## src/rtl/oam_dma_arbiter.sv

```systemverilog
// oam_dma_arbiter: OAM DMA engine that shares the system bus with the CPU and copies DMA_LEN bytes into OAM
module oam_dma_arbiter #(
    parameter int          DMA_LEN = 160,
    parameter logic [15:0] DMA_REG = 16'hFF46
) (
    input  logic        clk,
    input  logic        reset,
    input  logic [1:0]  t_cycle,
    input  logic [15:0] cpu_addr,
    input  logic        cpu_enable,
    input  logic        cpu_write,
    input  logic [7:0]  cpu_data_out,
    output logic [7:0]  cpu_data_in,
    output logic [15:0] bus_addr,
    output logic        bus_enable,
    output logic        bus_write,
    output logic [7:0]  bus_data_out,
    input  logic [7:0]  bus_data_in,
    output logic [6:0]  hram_addr,
    output logic        hram_enable,
    output logic        hram_write,
    output logic [7:0]  hram_data_out,
    input  logic [7:0]  hram_data_in,
    output logic [7:0]  oam_addr,
    output logic        oam_write,
    output logic [7:0]  oam_data,
    output logic        dma_active
);
    typedef enum logic [1:0] {IDLE, START, ACTIVE} state_t;
    localparam logic [7:0] LAST_IDX = 8'(DMA_LEN - 1);
    state_t state_q, state_d;
    logic [7:0] src_q, src_d, idx_q, idx_d;
    logic boundary, reg_hit, hram_hit, reg_write, active;
    // Address decode and M-cycle boundary detection
    always_comb begin
        boundary  = t_cycle == 2'd3;
        reg_hit   = cpu_addr == DMA_REG;
        hram_hit  = cpu_addr >= 16'hFF80 && cpu_addr != 16'hFFFF;
        reg_write = cpu_enable && cpu_write && reg_hit;
        active    = state_q == ACTIVE;
    end
    // Next state: a register write restarts from anywhere; otherwise step the transfer once per M-cycle
    always_comb begin
        state_d = state_q;
        src_d   = src_q;
        idx_d   = idx_q;
        if (boundary) begin
            if (reg_write) begin
                src_d   = cpu_data_out;
                state_d = START;
            end else if (state_q == START) begin
                state_d = ACTIVE;
                idx_d   = '0;
            end else if (active) begin
                idx_d   = idx_q + 8'd1;
                state_d = idx_q == LAST_IDX ? IDLE : ACTIVE;
            end
        end
    end
    // State, source and index registers
    always_ff @(posedge clk or posedge reset) begin
        if (reset) begin
            state_q <= IDLE;
            src_q   <= '0;
            idx_q   <= '0;
        end else begin
            state_q <= state_d;
            src_q   <= src_d;
            idx_q   <= idx_d;
        end
    end
    // Bus ownership, HRAM routing, OAM write strobe and CPU read-data steering
    always_comb begin
        bus_addr      = active ? {src_q, idx_q} : cpu_addr;
        bus_enable    = active || (cpu_enable && !hram_hit && !reg_hit);
        bus_write     = !active && cpu_enable && cpu_write && !hram_hit && !reg_hit;
        bus_data_out  = active ? 8'h00 : cpu_data_out;
        hram_addr     = cpu_addr[6:0];
        hram_enable   = cpu_enable && hram_hit && !reset;
        hram_write    = hram_enable && cpu_write;
        hram_data_out = cpu_data_out;
        oam_write     = active && boundary;
        oam_addr      = idx_q;
        oam_data      = bus_data_in;
        dma_active    = active;
        cpu_data_in   = reg_hit ? src_q : hram_hit ? hram_data_in : active ? 8'hFF : bus_data_in;
    end
endmodule

```

## config.mk

```make
export PLATFORM = sky130hd
export DESIGN_NAME = oam_dma_arbiter
export DESIGN_NICKNAME = d
export VERILOG_FILES = /design/src/rtl/oam_dma_arbiter.sv
export SDC_FILE = /design/constraint.sdc
export NUM_CORES = 1
export LEC_CHECK = 0
export ABC_AREA = 0
export CAP_MARGIN = 20
export CELL_PAD_IN_SITES_DETAIL_PLACEMENT = 0
export CELL_PAD_IN_SITES_GLOBAL_PLACEMENT = 1
export CORE_MARGIN = 4
export CORE_UTILIZATION = 24
export DETAILED_ROUTE_END_ITERATION = 6
export GPL_ROUTABILITY_DRIVEN = 0
export PLACE_DENSITY_LB_ADDON = 0.1
export SLEW_MARGIN = 20
export SYNTH_ARGS = -nofsm -noshare
export SYNTH_HDL_FRONTEND = slang
export SYNTH_SLANG_ARGS = --single-unit
```

## constraint.sdc

```tcl
create_clock -name clk -period 3.05 [get_ports clk]
set_input_delay 0.61 -clock clk [delete_from_list [all_inputs] [get_ports clk]]
set_output_delay 0.61 -clock clk [all_outputs]
set_load 0.005 [all_outputs]
```

==> results of run 1 <==
[path summary, 6_finish.rpt]
check,slack [ns],endpoint
worst max-delay path,0.11,cpu_data_in[2]
worst min-delay path,0.52,state_q[0]
worst max register to register,1.35,oam_addr[1]
worst min register to register,0.52,state_q[0]
max in group asynchronous,1.77,state_q[1]
min in group asynchronous,0.83,oam_addr[7]
[cell type report]
type / instances / area share (%)
inverters: 8 / 1.011
well taps: 80 / 3.370
flip-flops and latches: 18 / 15.16
repair buffers: 141 / 45.20
multi-input cells: 134 / 33.40
clock buffers: 4 / 1.853
[flip-flops by register name, indices dropped and copies added, names as in the netlist]
name	cells
state_q	2
src_q	8
oam_addr	8
[power by group]
part           internal (mW)  total (mW)  switching (mW)
logic                  0.265       0.393           0.129
registers              0.271       0.332          0.0613
clock network          0.115       0.193          0.0786
total                  0.650       0.919           0.268
[kinds of logic after synthesis]
group	Yosys count	synth area share, %
compound gates	32	13.77
fa+ha+maj	3	2.258
buf+inv	38	14.30
flops	18	27.09
mux	25	16.85
simple gates	74	25.73
[layout by cell type, fill, tap and decap left out, drive strengths merged, types with 8 or more instances in the layout]
| cell | n |
|---|---|
| clkdlybuf4s50 | 95 |
| nor2 | 11 |
| nor2b | 10 |
| inv | 8 |
| dfrtp | 18 |
| nand2 | 16 |
| mux2 | 24 |
| nand3 | 12 |
| o211ai | 12 |
| buf | 37 |
[synthesized netlist by cell type (3+ instances only)]
library cell  count
ha_1              3
nand4_1           4
nor2_1           11
o2bb2ai_1         3
nor3_1            4
o211ai_1         11
dfrtp_1          18
a21oi_1           3
nand2_1          16
mux2_2           24
nor2b_1          10
nand3_1          12
clkbuf_1          4
inv_1             8
buf_4            23
o21ai_0           4
[timing repair]
action	in CTS	in global routing
gates resized for setup	50	4
pin swaps	2	3
endpoints found under the setup margin	12	5
setup buffers	1	0
gates cloned	1	0
[metrics by stage]
stage	instances	TNS [ns]	util (%)	power (mW)	setup WS (ns)
3_5_place_dp	379	-3.606	43.06	0.7325	-0.3467
5_1_grt	385	0	43.96	0.9780	0.01020
6_report	385	0	43.96	0.9186	0.1050
2_1_floorplan	190	0	-	0.4669	0.4827
4_1_cts	385	0	43.80	0.9323	0.06936
3_3_place_gp	379	-3.416	43.06	0.7335	-0.3191
[routing by layer]
| metal | vias up | GRT usage [%] | share of wire, % |
|---|---|---|---|
| met5 | - | 0 | 0 |
| met4 | 0 | 1.131 | 0.063 |
| met3 | 2 | 4.805 | 7.4 |
| met2 | 77 | 26.67 | 50 |
| met1 | 851 | 17.94 | 43 |
| li1 | 902 | - | - |
==> out/qor.yml, run 1 <==
drive_gt1_share_pct: 24.26
n_antenna_cell: 0
finalSetupViolCount: 0
num-fill-cells: 689
status: "finished, final reports clean"
post-dp-hpwl_um: 5073
clockBufferDepth: 2
drt-total-wl_um: 6327
overflow: 0
clk_latency_ns: 0.25
r2r.worst_path.cells: 5
end_kind: "output port"
yosys_warnings: 0
p_leak_nw: 1.246
start_util_pct: 24.61
cpLargestDelayFamily: "simple AND/OR/NAND/NOR gates"
synth-seq-area-share_pct: 27.09
route.vias.total: 1832
dr.pass1.iters: 4
hold_viol_final: 0
grt_pass1_wl_um: 9998
area_growth_pct: 78.63
async_flop_share_pct: 100.0
h-tree-depth: 1
cts.sinks: 18
postSynthAreaPerCell_um2: 8.752
num_io_pins: 115
fin_skew_ns: 0.004408
synthFlopType: "dfrtp_1"
fmax_mhz: 339.6
crit_buf_inv: 3
seqCellArea_um2: 450.4
whs_path_depth: 1
dieHeight_um: 91.24
path_cells: "dlygate4sd2_1 -> or4_4 -> nor4_4 -> a21o_1 -> buf_12 -> o211ai_1 -> buf_2"
dpl_cell_area_um2: 2909
viasPerCell: 4.758
antenna_found_initial: 0
multiInputGateArea_um2: 992.2
grt_max_degree: 36
syn_area_um2: 1663
grt_setup_unrepaired: "no"
cts-root-buf: "clkbuf_8"
worstSetupStartpointType: "primary input"
synth_edf_count: 0
drtAntennaViolNets: 0
postCtsHoldBufs: 0
grt_pass1_vias: 1917
dieArea_um2: 8324
synthTopCellsByArea: "dfrtp_1 (27%), mux2_2 (16%), buf_4 (10%)"
portBuffers: 114
crit_type: "primary input to output port"
nNetsFinal: 355
ir_worst_vdd_mv: 0.1608
yosys_register_bits: 18
cpMaxStageDelayCell: "or4_4"
period_minus_slack_ns: 2.945
whs_ns: 0.5234
drtIter0Drc: 100
syn_inst: 190
path_max_fanout: 5
cp.depth: 7
cap_viol_max_count: 0
period_share_pct: 96.56
arrival_ns: 2.33
regToRegStartpoint: "state_q[0]"
synth_top_area_share_pct: 27.09
max-slew-margin-rel_pct: 53.44
synth.net_count: 239
yosysUniqueCellTypes: 41
setup.worst_path.start: "cpu_addr[5]"
drv_slew: 0
rows: 30
powerDensity_nw_per_um2: 309.3
synth.largest_area_cell: "dfrtp_1"
min_from: "state_q[0]"
cts_made_buffers: 3
critPathRequiredTime_ns: 2.44
path_clk_slew_ns: 0.06
route.detailed.drc: 0
worstMarginPinSlew_ns: 0.6977
hold_class: "register to register"
slowest_delay_ns: 0.55
cts_tree: "done"
avgRoutedWirePerCell_um: 16.43
grt.total_usage_pct: 14.86
die_w_um: 91.24
core_um2: 6756
final_cell_area_um2: 2970
(Power assumes the default switching activity.)
==> inputs of run 2 (changes only) <==
--- a/config.mk
+++ b/config.mk
@@ -9,11 +9,11 @@
 export CAP_MARGIN = 20
 export CELL_PAD_IN_SITES_DETAIL_PLACEMENT = 0
 export CELL_PAD_IN_SITES_GLOBAL_PLACEMENT = 1
-export CORE_MARGIN = 4
 export CORE_UTILIZATION = 24
 export DETAILED_ROUTE_END_ITERATION = 6
 export GPL_ROUTABILITY_DRIVEN = 0
-export PLACE_DENSITY_LB_ADDON = 0.1
+export PLACE_DENSITY_LB_ADDON = 0.25
+export SKIP_CTS_REPAIR_TIMING = 1
 export SLEW_MARGIN = 20
 export SYNTH_ARGS = -nofsm -noshare
 export SYNTH_HDL_FRONTEND = slang
==> run 2 against run 1 <==
Cell count unchanged. Global-route usage grew 1.2 points. Via count grew 1.7%. Clock-buffer cell count unchanged. Hold slack better by 0.0029 ns. Flip-flop and latch count unchanged. Routed wire length shrank 5.5%. Clock power about the same. Critical endpoint is now cpu_data_in[4]. Largest power group unchanged.
==> out/qor.yml, run 2 (synthesized netlist as in run 1, its figures left out) <==
antenna_found_initial: 0
drv_slew: 0
path_clk_slew_ns: 0.07
die_w_um: 85.24
grt_setup_unrepaired: "yes"
num-fill-cells: 676
rows: 29
grt_max_degree: 26
n_antenna_cell: 0
period_share_pct: 99.82
dieArea_um2: 7265
layout_commonest_cell: "clkdlybuf4s50_1"
portBuffers: 114
cap_viol_max_count: 0
min_from: "state_q[0]"
arrival_ns: 2.43
worstMarginPinSlew_ns: 0.6839
clk_latency_ns: 0.25
overflow: 0
layout_common_cells: "clkdlybuf4s50_1 (99), buf_4 (27), mux2_2 (24)"
clockBufferDepth: 2
avgRoutedWirePerCell_um: 15.53
path_max_fanout: 4
grt_pass1_wl_um: 9156
period_minus_slack_ns: 3.045
cts-root-buf: "clkbuf_8"
drt-total-wl_um: 5978
grt_pass1_vias: 1789
drtAntennaViolNets: 0
cpLargestDelayFamily: "simple AND/OR/NAND/NOR gates"
dieHeight_um: 85.24
h-tree-depth: 1
dr.pass1.iters: 5
regToRegStartpoint: "state_q[0]"
crit_buf_inv: 6
worstSetupStartpointType: "primary input"
dpl_cell_area_um2: 2870
post-dp-hpwl_um: 4646
num_io_pins: 115
powerDensity_nw_per_um2: 300.8
drive_gt1_share_pct: 22.40
crit_type: "primary input to output port"
end_kind: "output port"
ir_worst_vdd_mv: 0.1512
viasPerCell: 4.842
core_um2: 6531
grt.total_usage_pct: 16.06
final_core_util_pct: 46.63
route.detailed.drc: 0
status: "finished, final reports clean"
final_cell_area_um2: 3045
route.vias.total: 1864
cpMaxStageDelayCell: "or4_4"
setup_ws_ns: 0.005425
hold_class: "register to register"
dpl_worst_slack_ns: -0.3569
fmax_mhz: 328.5
critPathRequiredTime_ns: 2.44
slowest_delay_ns: 0.52
area_growth_pct: 83.15
path_cells: "dlymetal6s2s_1 -> buf_4 -> or4_4 -> nor4_4 -> buf_4 -> buf_4 -> buf_4 -> nand2_1 -> o211ai_1 -> buf_2"
cts_tree: "done"
cts_made_buffers: 3
drtIter0Drc: 86
crit_top_cell: "buf_4"
fin_skew_ns: 0.001115
hold_viol_final: 0
max-slew-margin-rel_pct: 54.35
start_util_pct: 25.46
setup.worst_path.start: "cpu_addr[5]"
nNetsFinal: 358
whs_ns: 0.5263
cts.sinks: 18
p_leak_nw: 1.295
finalSetupViolCount: 0
[run 2: changes by cell type in the layout (fill, tap and decap cells not counted)]
cell             previous run  this run
buf_4                      23        27
buf_16                      1         0
buf_2                      10         1
dlygate4sd2_1               6         0
clkdlybuf4s50_1            95        99
dlymetal6s2s_1              3        14
nor3_2                      1         2
nor3_1                      3         2
buf_12                      2         1
buf_6                       1         2
[run 2: cell type report]
cell class | count | area [um^2] | share of cell area, %
repair buffers | 144 | 1416 | 46.51
multi-input cells | 134 | 997.2 | 32.74
flip-flops and latches | 18 | 450.4 | 14.79
well taps | 77 | 96.34 | 3.164
clock buffers | 4 | 55.05 | 1.808
inverters | 8 | 30.03 | 0.9860
[run 2: path summary, 6_finish.rpt]
kind	end	slack, ns	depth (start not counted)
max	cpu_data_in[4]	0.005	10
min	state_q[0]	0.53	1
max reg2reg	oam_addr[1]	1.35	5
min reg2reg	state_q[0]	0.53	1
max in group asynchronous	state_q[1]	1.73	2
min in group asynchronous	oam_addr[7]	0.89	2
[run 2: power breakdown]
part	total, mW	switching (mW)	internal, mW
clock	0.196	0.0810	0.115
combinational	0.388	0.124	0.264
sequential	0.333	0.0619	0.271
total	0.916	0.267	0.649
[run 2: metal layers]
metal | global-route usage (%) | share of wire [%] | up-vias
met5 | 0 | 0 | -
met4 | 3.236 | 0.89 | 0
met3 | 5.545 | 9.4 | 4
met2 | 26.83 | 47 | 95
met1 | 20.07 | 42 | 852
li1 | - | - | 913
[run 2: stage by stage]
stage	std cells	total power, mW	setup TNS (ns)
after CTS	377	0.9255	-3.712
after detailed placement	373	0.7262	-3.533
after global placement	373	0.7267	-3.445
final	385	0.9160	0
after global routing	385	0.9693	-0.1646
after floorplan	190	0.4669	0
